[src/rtl/clock_divider_ctrl_pkg.sv]
// clkctrl_pkg: shared types and elaboration helpers for clock_divider_ctrl.
//   state_t       : controller FSM state (STOPPED/RUNNING/STEPPING, 3 unused)
//   calc_prescale : clock cycles per half period of the base (stage 0) wave
//   stage_width   : width of a stage counter that counts 0..div-1
package clkctrl_pkg;

    typedef enum logic [1:0] {
        STOPPED  = 2'd0,
        RUNNING  = 2'd1,
        STEPPING = 2'd2
    } state_t;

    function automatic int calc_prescale(input int clk_hz, input int base_hz);
        return clk_hz / (2 * base_hz);
    endfunction

    function automatic int stage_width(input int div);
        return (div < 2) ? 1 : $clog2(div);
    endfunction

endpackage

[src/rtl/clock_divider_ctrl_if.sv]
// clock_divider_ctrl_if: switch inputs and LED-facing outputs of the divider
// controller.
//   run_i/step_i   : run level and single-step level from the board switches
//   wave_o         : per-stage 50 % square waves
//   tick_o         : one-cycle pulse on each rising edge of wave_o
//   state_o        : controller state encoding
//   master modport : board / stimulus side, slave modport : controller side
interface clock_divider_ctrl_if #(
    parameter int NUM_STAGES = 3
);
    logic                  run_i;
    logic                  step_i;
    logic [NUM_STAGES-1:0] wave_o;
    logic [NUM_STAGES-1:0] tick_o;
    logic [1:0]            state_o;

    modport master (output run_i, step_i, input  wave_o, tick_o, state_o);
    modport slave  (input  run_i, step_i, output wave_o, tick_o, state_o);
endinterface

[src/rtl/clock_divider_ctrl_stage.sv]
// divider_stage: one stage of the cascaded divider.
//   clk, rst_n : clock, asynchronous active-low reset
//   ev_i       : toggle event for this stage
//   ev_o       : toggle event for the next stage (ev_i on counter wrap)
//   wave_o     : square wave, toggles on every ev_i
//   tick_o     : registered pulse in the cycle wave_o rises
module divider_stage import clkctrl_pkg::*; #(
    parameter int DIV = 10
) (
    input  logic clk,
    input  logic rst_n,
    input  logic ev_i,
    output logic ev_o,
    output logic wave_o,
    output logic tick_o
);
    localparam int CW = stage_width(DIV);

    logic [CW-1:0] cnt;
    logic          wrap;

    assign wrap = (cnt == CW'(DIV - 1));
    // Combinational so the whole cascade fires in the same cycle as ev_i.
    assign ev_o = ev_i & wrap;

    always_ff @(posedge clk or negedge rst_n) begin
        if (!rst_n) begin
            cnt    <= '0;
            wave_o <= 1'b0;
            tick_o <= 1'b0;
        end else begin
            // Rises together with wave_o on a 0->1 toggle.
            tick_o <= ev_i & ~wave_o;
            if (ev_i) begin
                wave_o <= ~wave_o;
                cnt    <= wrap ? '0 : cnt + 1'b1;
            end
        end
    end
endmodule

[src/rtl/clock_divider_ctrl.sv]
// clock_divider_ctrl: run/pause/single-step controller for a cascaded clock
// divider chain. Stage k square wave runs at BASE_HZ / DIV**k.
//   clk, rst_n : board clock, asynchronous active-low reset
//   bus        : clock_divider_ctrl_if.slave (run_i, step_i, wave_o, tick_o,
//                state_o)
// Optional macro CLKCTRL_INPUT_SYNC_EN: adds 2-flop synchronizers on run_i
// and step_i (2 cycles extra input latency); without it inputs are taken as
// synchronous to clk.
module clock_divider_ctrl import clkctrl_pkg::*; #(
    parameter int CLK_FREQ_HZ = 50_000_000,
    parameter int BASE_HZ     = 10,
    parameter int NUM_STAGES  = 3,
    parameter int DIV         = 10
) (
    input  logic                  clk,
    input  logic                  rst_n,
    clock_divider_ctrl_if.slave   bus
);
    localparam int PRESCALE = calc_prescale(CLK_FREQ_HZ, BASE_HZ);
    localparam int PW       = (PRESCALE < 2) ? 1 : $clog2(PRESCALE);

    generate
        if ((CLK_FREQ_HZ % (2 * BASE_HZ)) != 0 || PRESCALE < 2 || DIV < 2) begin : g_cfg_err
            $error("clock_divider_ctrl: inexact prescale, PRESCALE < 2 or DIV < 2");
        end
    endgenerate

    logic run_s, step_s;

`ifdef CLKCTRL_INPUT_SYNC_EN
    logic [1:0] run_sync, step_sync;
    always_ff @(posedge clk or negedge rst_n) begin
        if (!rst_n) begin
            run_sync  <= '0;
            step_sync <= '0;
        end else begin
            run_sync  <= {run_sync[0], bus.run_i};
            step_sync <= {step_sync[0], bus.step_i};
        end
    end
    assign run_s  = run_sync[1];
    assign step_s = step_sync[1];
`else
    assign run_s  = bus.run_i;
    assign step_s = bus.step_i;
`endif

    state_t        state;
    logic [PW-1:0] presc;
    logic          step_prev;
    logic          step_edge;
    logic          presc_wrap;
    logic          t0;

    assign step_edge  = step_s & ~step_prev;
    assign presc_wrap = (presc == PW'(PRESCALE - 1));
    // A step forces exactly one base event; a pause just freezes the count.
    assign t0 = ((state == RUNNING) & presc_wrap) | (state == STEPPING);

    always_ff @(posedge clk or negedge rst_n) begin
        if (!rst_n) begin
            state     <= STOPPED;
            presc     <= '0;
            step_prev <= 1'b0;
        end else begin
            // History always tracks, so a step edge seen while running or
            // coincident with run is consumed, not deferred.
            step_prev <= step_s;
            case (state)
                STOPPED: begin
                    if (run_s)          state <= RUNNING;
                    else if (step_edge) state <= STEPPING;
                end
                RUNNING: begin
                    presc <= presc_wrap ? '0 : presc + 1'b1;
                    if (!run_s) state <= STOPPED;
                end
                STEPPING: begin
                    presc <= '0;
                    state <= STOPPED;
                end
                default: state <= STOPPED;
            endcase
        end
    end

    assign bus.state_o = state;

    logic [NUM_STAGES:0]   ev;
    logic [NUM_STAGES-1:0] wave, tick;
    logic                  unused_ev_top;

    assign ev[0]         = t0;
    assign unused_ev_top = ev[NUM_STAGES];

    generate
        for (genvar g = 0; g < NUM_STAGES; g++) begin : g_stage
            divider_stage #(.DIV(DIV)) u_stage (
                .clk    (clk),
                .rst_n  (rst_n),
                .ev_i   (ev[g]),
                .ev_o   (ev[g+1]),
                .wave_o (wave[g]),
                .tick_o (tick[g])
            );
        end
    endgenerate

    assign bus.wave_o = wave;
    assign bus.tick_o = tick;
endmodule

[src/flat_wrapper.sv]
// flat-port wrapper written by rule: the top's interface ports become plain ports
module clock_divider_ctrl_flat import clkctrl_pkg::*;
#(
    parameter int CLK_FREQ_HZ = 50_000_000,
    parameter int BASE_HZ     = 10,
    parameter int NUM_STAGES  = 3,
    parameter int DIV         = 10
)
  (clk, rst_n, bus_run_i, bus_step_i, bus_wave_o, bus_tick_o, bus_state_o);
  clock_divider_ctrl_if #(.NUM_STAGES(NUM_STAGES)) bus_i ();
  input  logic clk;
  input  logic rst_n;
  input wire logic [$bits(bus_i.run_i)-1:0] bus_run_i;
  input wire logic [$bits(bus_i.step_i)-1:0] bus_step_i;
  output wire logic [$bits(bus_i.wave_o)-1:0] bus_wave_o;
  output wire logic [$bits(bus_i.tick_o)-1:0] bus_tick_o;
  output wire logic [$bits(bus_i.state_o)-1:0] bus_state_o;
  assign bus_i.run_i = bus_run_i;
  assign bus_i.step_i = bus_step_i;
  assign bus_wave_o = bus_i.wave_o;
  assign bus_tick_o = bus_i.tick_o;
  assign bus_state_o = bus_i.state_o;
  clock_divider_ctrl #(.CLK_FREQ_HZ(CLK_FREQ_HZ), .BASE_HZ(BASE_HZ), .NUM_STAGES(NUM_STAGES), .DIV(DIV)) u_core (.clk(clk), .rst_n(rst_n), .bus(bus_i));
endmodule
[config.mk]
export PLATFORM = sky130hd
export DESIGN_NAME = clock_divider_ctrl_flat
export DESIGN_NICKNAME = d
export VERILOG_FILES = /design/src/rtl/clock_divider_ctrl_pkg.sv /design/src/rtl/clock_divider_ctrl_if.sv /design/src/rtl/clock_divider_ctrl_stage.sv /design/src/rtl/clock_divider_ctrl.sv /design/src/flat_wrapper.sv
export SDC_FILE = /design/constraint.sdc
export NUM_CORES = 1
export LEC_CHECK = 0
export BUFFER_PORTS_ARGS = -buffer_cell sky130_fd_sc_hd__buf_2
export CAP_MARGIN = 20
export CORE_UTILIZATION = 54
export DETAILED_ROUTE_END_ITERATION = 16
export MAX_ROUTING_LAYER = met4
export PLACE_DENSITY = 0.81
export SLEW_MARGIN = 20
export SYNTH_ARGS = -nofsm -noshare
export SYNTH_HDL_FRONTEND = slang
export SYNTH_SLANG_ARGS = --single-unit
[constraint.sdc]
create_clock -name clk -period 1.9 [get_ports clk]
set_input_delay 0.38 -clock clk [delete_from_list [all_inputs] [get_ports clk]]
set_output_delay 0.38 -clock clk [all_outputs]
set_load 0.01 [all_outputs]
After elaboration in Yosys (flattened, before gate mapping)
Index checks and enable logic that the tools add are counted.
{"block": "op_classes", "addsub": 3, "eq_ne": 7, "n_mux": 8, "n_bitwise": 12, "n_reduce_logical": 3}
{"op": "22-bit case mux with 2 select lines", "n": 1}
{"op": "22-bit by 1-bit adder with 22-bit output (second input constant)", "n": 1}
{"op": "22-bit equality test (second input constant)", "n": 1}
{"op": "22-bit 2-to-1 mux", "n": 1}
{"op": "4-bit by 1-bit adder with 4-bit output (second input constant)", "n": 2}
{"op": "4-bit equality test (second input constant)", "n": 2}
{"op": "4-bit 2-to-1 mux", "n": 2}
{"op": "1-bit bitwise AND", "n": 7}
{"op": "2-bit 2-to-1 mux", "n": 3}
{"op": "1-bit inverter", "n": 4}
{"op": "2-bit case mux with 2 select lines", "n": 1}
{"op": "3-bit by 2-bit inequality test with 1-bit output (second input constant)", "n": 1}
{"op": "2-bit by 1-bit equality test with 1-bit output (second input constant)", "n": 1}
{"op": "2-bit equality test (second input constant)", "n": 1}
{"op": "2-bit zero test", "n": 1}
{"op": "2-bit inequality test (second input constant)", "n": 1}
{"op": "2-bit AND reduction", "n": 1}
{"op": "2-bit nonzero test", "n": 1}
{"op": "1-bit bitwise OR", "n": 1}
{"block": "word_totals", "ff_bits": 39, "inputBits": 4, "output_inout_bits": 8, "word_cells": 44}

Depth between registers and ports, before layout
{"block": "logic_depth", "word_depth": 6, "mapped_depth": 8}

Modules after synthesis
Synthesis repeated with hierarchy kept, for this count alone.
{"block": "hier_totals", "cells_unflattened": 233, "hier_area_um2": 2224.6}
{"module": "clock_divider_ctrl", "instances": 1, "cells_per_inst": 170, "area_each_um2": 1473.9, "seq_area_each_um2": 625.6}
{"module": "divider_stage", "instances": 3, "cells_per_inst": 21, "area_each_um2": 250.2, "seq_area_each_um2": 150.1}

Least setup slack after synthesis
OpenSTA, ideal clock, no wires.
{"block": "synth_timing", "path_type": "register -> register", "startpoint": "register u_core.state[1], in the netlist u_core.bus.state_o[1]", "endpoint": "register u_core.presc[16]", "arrival_ns": 1.964, "required_ns": 1.782, "setup_slack_ns": -0.183, "path_stages_with_launch": 9, "n_path_buf": 1, "period_less_slack_ns": 2.083, "cell_sequence": "dfrtp_1 inv_1 ha_1 clkbuf_1 nand4_1 nor4_1 nand4_1 xor2_1 nor2_1"}
{"block": "synth_via", "elab_chain_cells": 2}
{"element": "start: declaration", "line_no": "clock_divider_ctrl.sv:48", "text": "state_t state;"}
{"element": "start signal: assignment", "line_no": "clock_divider_ctrl.sv:62", "text": "state <= STOPPED;"}
{"element": "start signal: assignment", "line_no": "clock_divider_ctrl.sv:71", "text": "if (run_s) state <= RUNNING;"}
{"element": "start signal: assignment", "line_no": "clock_divider_ctrl.sv:72", "text": "else if (step_edge) state <= STEPPING;"}
{"element": "2-bit equality test or 2-bit by 1-bit equality test with 1-bit output (tied branches)", "line_no": "clock_divider_ctrl.sv:69", "text": "case (state)"}
{"element": "22-bit case mux with 2 select lines or 2-bit nonzero test (tied branches)"}
{"element": "end signal: assignment", "line_no": "clock_divider_ctrl.sv:75", "text": "presc <= presc_wrap ? '0 : presc + 1'b1;"}
{"element": "end: declaration", "line_no": "clock_divider_ctrl.sv:49", "text": "logic [PW-1:0] presc;"}
Parallel ways exist; a longest one is shown, timed or not.
A chain may end at the register's enable or synchronous reset.

Worst setup path in the final report
{"block": "layout_timing", "startpoint": "register u_core.presc[19]", "endpoint": "register u_core.g_stage[2].u_stage.wave_o"}
{"block": "layout_via", "elab_chain_cells": 5}
{"element": "22-bit equality test", "line_no": "clock_divider_ctrl.sv:56", "text": "assign presc_wrap = (presc == PW'(PRESCALE - 1));"}
{"element": "1-bit bitwise AND", "line_no": "clock_divider_ctrl.sv:58", "text": "assign t0 = ((state == RUNNING) & presc_wrap) | (state == STEPPING);"}
{"element": "1-bit bitwise OR", "line_no": "clock_divider_ctrl.sv:58"}
{"element": "1-bit bitwise AND (2 in a row)", "line_no": "clock_divider_ctrl_stage.sv:24", "text": "assign ev_o = ev_i & wrap;"}
{"element": "end signal: assignment", "line_no": "clock_divider_ctrl_stage.sv:35", "text": "wave_o <= ~wave_o;"}
{"element": "end: declaration", "line_no": "clock_divider_ctrl_stage.sv:14", "text": "output logic wave_o,"}
Every way passes these cells.

==> impl_summary.log <==
INFO  metric rsz0062_at_grt = yes
INFO  metric ant_nets = 0
INFO  metric drt-total-wl = 3986 um
INFO  metric synth_top_cells_by_area = sky130_fd_sc_hd__dfrtp_1 (49%), sky130_fd_sc_hd__xnor2_1 (6.6%), sky130_fd_sc_hd__nor2_1 (5.3%), sky130_fd_sc_hd__xor2_1 (4.4%), sky130_fd_sc_hd__buf_4 (2.6%)
INFO  metric reported_leakage_power = 1.139 nW
INFO  metric proportion_of_layout_cells_with_a_drive_suffix_above_1 = 29.88%
INFO  metric violations = setup timing
INFO  metric regArea = 975.9 sq um
INFO  metric cap_viol_max_count = 0
INFO  metric hold_viol = 0
INFO  metric ys_seq_elements = 39
INFO  metric placed_cell_area = 2278 sq um
INFO  metric synth_unique_cells = 42
INFO  metric design.portCount = 12
INFO  metric placedCellCount = 274
INFO  metric hold_class = in -> async
INFO  metric area_of_the_multi_input_gates = 985.9 sq um
INFO  metric detailed_place_hpwl = 2644 um
INFO  metric initial_antenna_violation_count = 0
INFO  metric total_drc_errors_in_the_routed_layout = 0
INFO  metric critPathKind = reg -> reg
INFO  metric max-vdd-ir-drop = 0.8417 mV
INFO  metric timing_max_transition_violations_final = 0
INFO  metric fin_crit = 2037 ps
INFO  metric tightestPinTransition = 489.2 ps
INFO  metric via_per_inst = 5.345
INFO  metric yosys_warnings = 0
INFO  metric htree_num_levels = 2
INFO  metric grt_first_pass_wirelength = 6596 um
INFO  metric power.density_cell_area = 990.8 nW/um^2
INFO  metric die_height = 62.60 um
INFO  metric cts_max_path_buffers = 2
INFO  metric crit_path_end_kind = flip-flop
INFO  metric pre_cts_ws = -198.1 ps
INFO  metric first_global_vias = 1,534
INFO  metric clk_transition_reported_paths = 110 ps
INFO  metric cts_sinks = 39
INFO  metric max_slew_margin = 67.39%
INFO  metric ys_async_sr_fraction = 100.0%
INFO  metric status = complete, but fails checks
INFO  metric finish.instance_area = 2444 sq um
INFO  metric worst_setup_path_start_kind = flip-flop
INFO  metric clock_tree_from_tritoncts = done
INFO  metric fp-row-count = 21
INFO  metric synth_area_leader_cell = sky130_fd_sc_hd__dfrtp_1
INFO  metric tns = -1312 ps
INFO  metric placer_congestion = 0.9034
INFO  metric cp_data_arrival_time = 2320 ps
INFO  metric fin_ws = -137.4 ps
INFO  metric place.port_buffers = 11
INFO  metric fillerInstances = 259
INFO  metric wl_per_cell = 13.89 um
INFO  metric final_min_period_over_clock_period = 107.2%
INFO  metric setup_viol = 28
INFO  metric initial_utilization = 58.06%
INFO  metric max_freq = 490.8 MHz
INFO  metric clock-root-buffer = sky130_fd_sc_hd__clkbuf_4
INFO  metric mean_cell_area_of_the_mapped_netlist = 10.12 sq um
INFO  metric die_width = 62.60 um
INFO  metric clock_insertion_delay_worst_skew = 350 ps
INFO  metric worst_clock_skew = 9.254 ps
INFO  metric post_synth_inst_count = 196
INFO  metric signed_area_change_from_the_synthesized_netlist_to_the_final_layout = 23.22%
INFO  metric overflow = 0
INFO  metric drt_pass1_iterations = 4
INFO  metric num-nets-final = 248
INFO  metric synth_top_area_share = 49.21%
INFO  metric dominantRegCellSynth = sky130_fd_sc_hd__dfrtp_1
INFO  metric mapped_area = 1983 sq um
INFO  metric edff_count_synth = 0
INFO  metric cp_max_fo = 6
INFO  metric core-area = 3416 sq um
INFO  metric synth_sequential_area_ratio = 49.21%
INFO  metric synth.net_count = 204
INFO  metric number_of_vias_in_the_routed_layout = 1,534
INFO  metric drt_first_iter_violations = 62
INFO  metric cts_buffers = 5
INFO  metric grt_max_degree = 40
INFO  metric final_cell_count_no_fill = 287
INFO  metric global_routing_usage_summed_across_all_routing_layers = 22.17%
INFO  metric die-area = 3919 sq um
INFO  metric antennaDiodeCount = 0
INFO  metric cp.required = 2180 ps
[cells by family (layout without fill, tap and decap cells)]
kind of cell | Yosys count | after routing | synth area share (%)
buffers and inverters | 20 | 65 | 5.552
flip-flops | 39 | 39 | 49.21
AND/OR/NAND/NOR | 88 | 88 | 24.35
multiplexers | 2 | 2 | 1.073
XOR/XNOR | 25 | 25 | 11.04
adder cells (fa/ha/maj) | 4 | 4 | 2.524
AO/OA/AOI/OAI | 18 | 18 | 6.247
[flip-flops by register name, summed over array words and instances, names as in the netlist]
signal                         flops
u_core.g_stage.u_stage.wave_o      3
u_core.g_stage.u_stage.tick_o      3
u_core.presc                      22
u_core.bus.state_o                 2
u_core.g_stage.u_stage.cnt         8
u_core.step_prev                   1
[per-stage QoR]
step | total power, W | utilization [%] | hold WS [ps]
2_1_floorplan | 0.001651 | - | 84.41
3_3_place_gp | 0.001914 | 66.70 | 451.9
3_5_place_dp | 0.001953 | 66.70 | 454.6
4_1_cts | 0.002408 | 70.44 | 67.40
5_1_grt | 0.002573 | 71.54 | 99.15
6_report | 0.002421 | 71.54 | 53.98
[cells in the final DEF (no fill, tap or decap), drive strengths merged, types with 4 or more instances in the layout]
master | synthesis | final
nand2b | 4 | 4
nor2 | 28 | 28
ha | 4 | 4
nand4 | 6 | 6
o21ai | 6 | 6
nand3b | 5 | 5
xor2 | 10 | 10
inv | 10 | 10
nand3 | 7 | 7
nand2 | 13 | 13
dfrtp | 39 | 39
nor3 | 6 | 6
xnor2 | 15 | 15
nor4 | 4 | 4
buf | 9 | 47
clkbuf | 1 | 7
[area by class of cell]
class	instances	area share, %
clock inverters	1	0.2048
multi-input cells	137	40.35
clock buffers	7	1.843
well taps	46	2.355
flip-flops and latches	39	39.94
repair buffers	47	13.77
inverters	10	1.536
[power by group]
part	switching, W	internal [W]	leakage, nW
Combinational	0.000428	0.000477	0.593
Sequential	0.000129	0.000971	0.517
Clock	0.000271	0.000144	0.0293
[synthesized netlist by cell type, drive strengths merged (2+ instances only)]
master and n:
a21oi 3, nand2 13, nand3b 5, nand4 6, inv 10, buf 9
nand3 7, and3 3, or3 2, xnor2 15, nor4 4, nor3 6
nand2b 4, dfrtp 39, o21ai 6, ha 4, nor2 28, xor2 10
nor2b 3
[critical path: stages, from the launching register on]
cell and delay (ps):
sky130_fd_sc_hd__dfrtp_1 400, sky130_fd_sc_hd__or4b_4 550, sky130_fd_sc_hd__nor4_4 220, sky130_fd_sc_hd__a31oi_4 170
sky130_fd_sc_hd__buf_6 160, sky130_fd_sc_hd__nor4b_4 300, sky130_fd_sc_hd__xor2_1 180
[final timing paths]
kind / depth (start not counted) / from / to / slack [ps]
hold reg to reg: 1 / u_core.g_stage[1].u_stage.wave_o / u_core.g_stage[1].u_stage.tick_o / 470
setup / recovery: 6 / u_core.presc[19] / u_core.g_stage[2].u_stage.wave_o / -140
min in group clk: 1 / bus_step_i / u_core.step_prev / 150
max in group asynchronous: 2 / rst_n / u_core.presc[16] / 1490
setup reg to reg: 6 / u_core.presc[19] / u_core.g_stage[2].u_stage.wave_o / -140
hold / removal: 2 / rst_n / u_core.bus.state_o[0] / 50
[routing by layer]
| metal | vias to the layer above | share of wire [%] | global-route usage, % |
|---|---|---|---|
| met4 | 0 | 2.6 | 10.76 |
| met2 | 36 | 53 | 38.04 |
| li1 | 748 | - | - |
| met3 | 13 | 3.1 | 3.650 |
| met1 | 737 | 41 | 25.06 |
| met5 | - | 0 | - |
[repair_timing]
action | 4_1_cts | 5_1_grt
setup buffers | 3 | 1
cloned | 0 | 1
pin swaps | 4 | 3
setup endpoints to repair | 29 | 32
hold buffers | 0 | 0
hold endpoints to repair | 0 | 0
gates resized for setup | 11 | 8
Note: power is estimated with default switching activity, not from simulation.
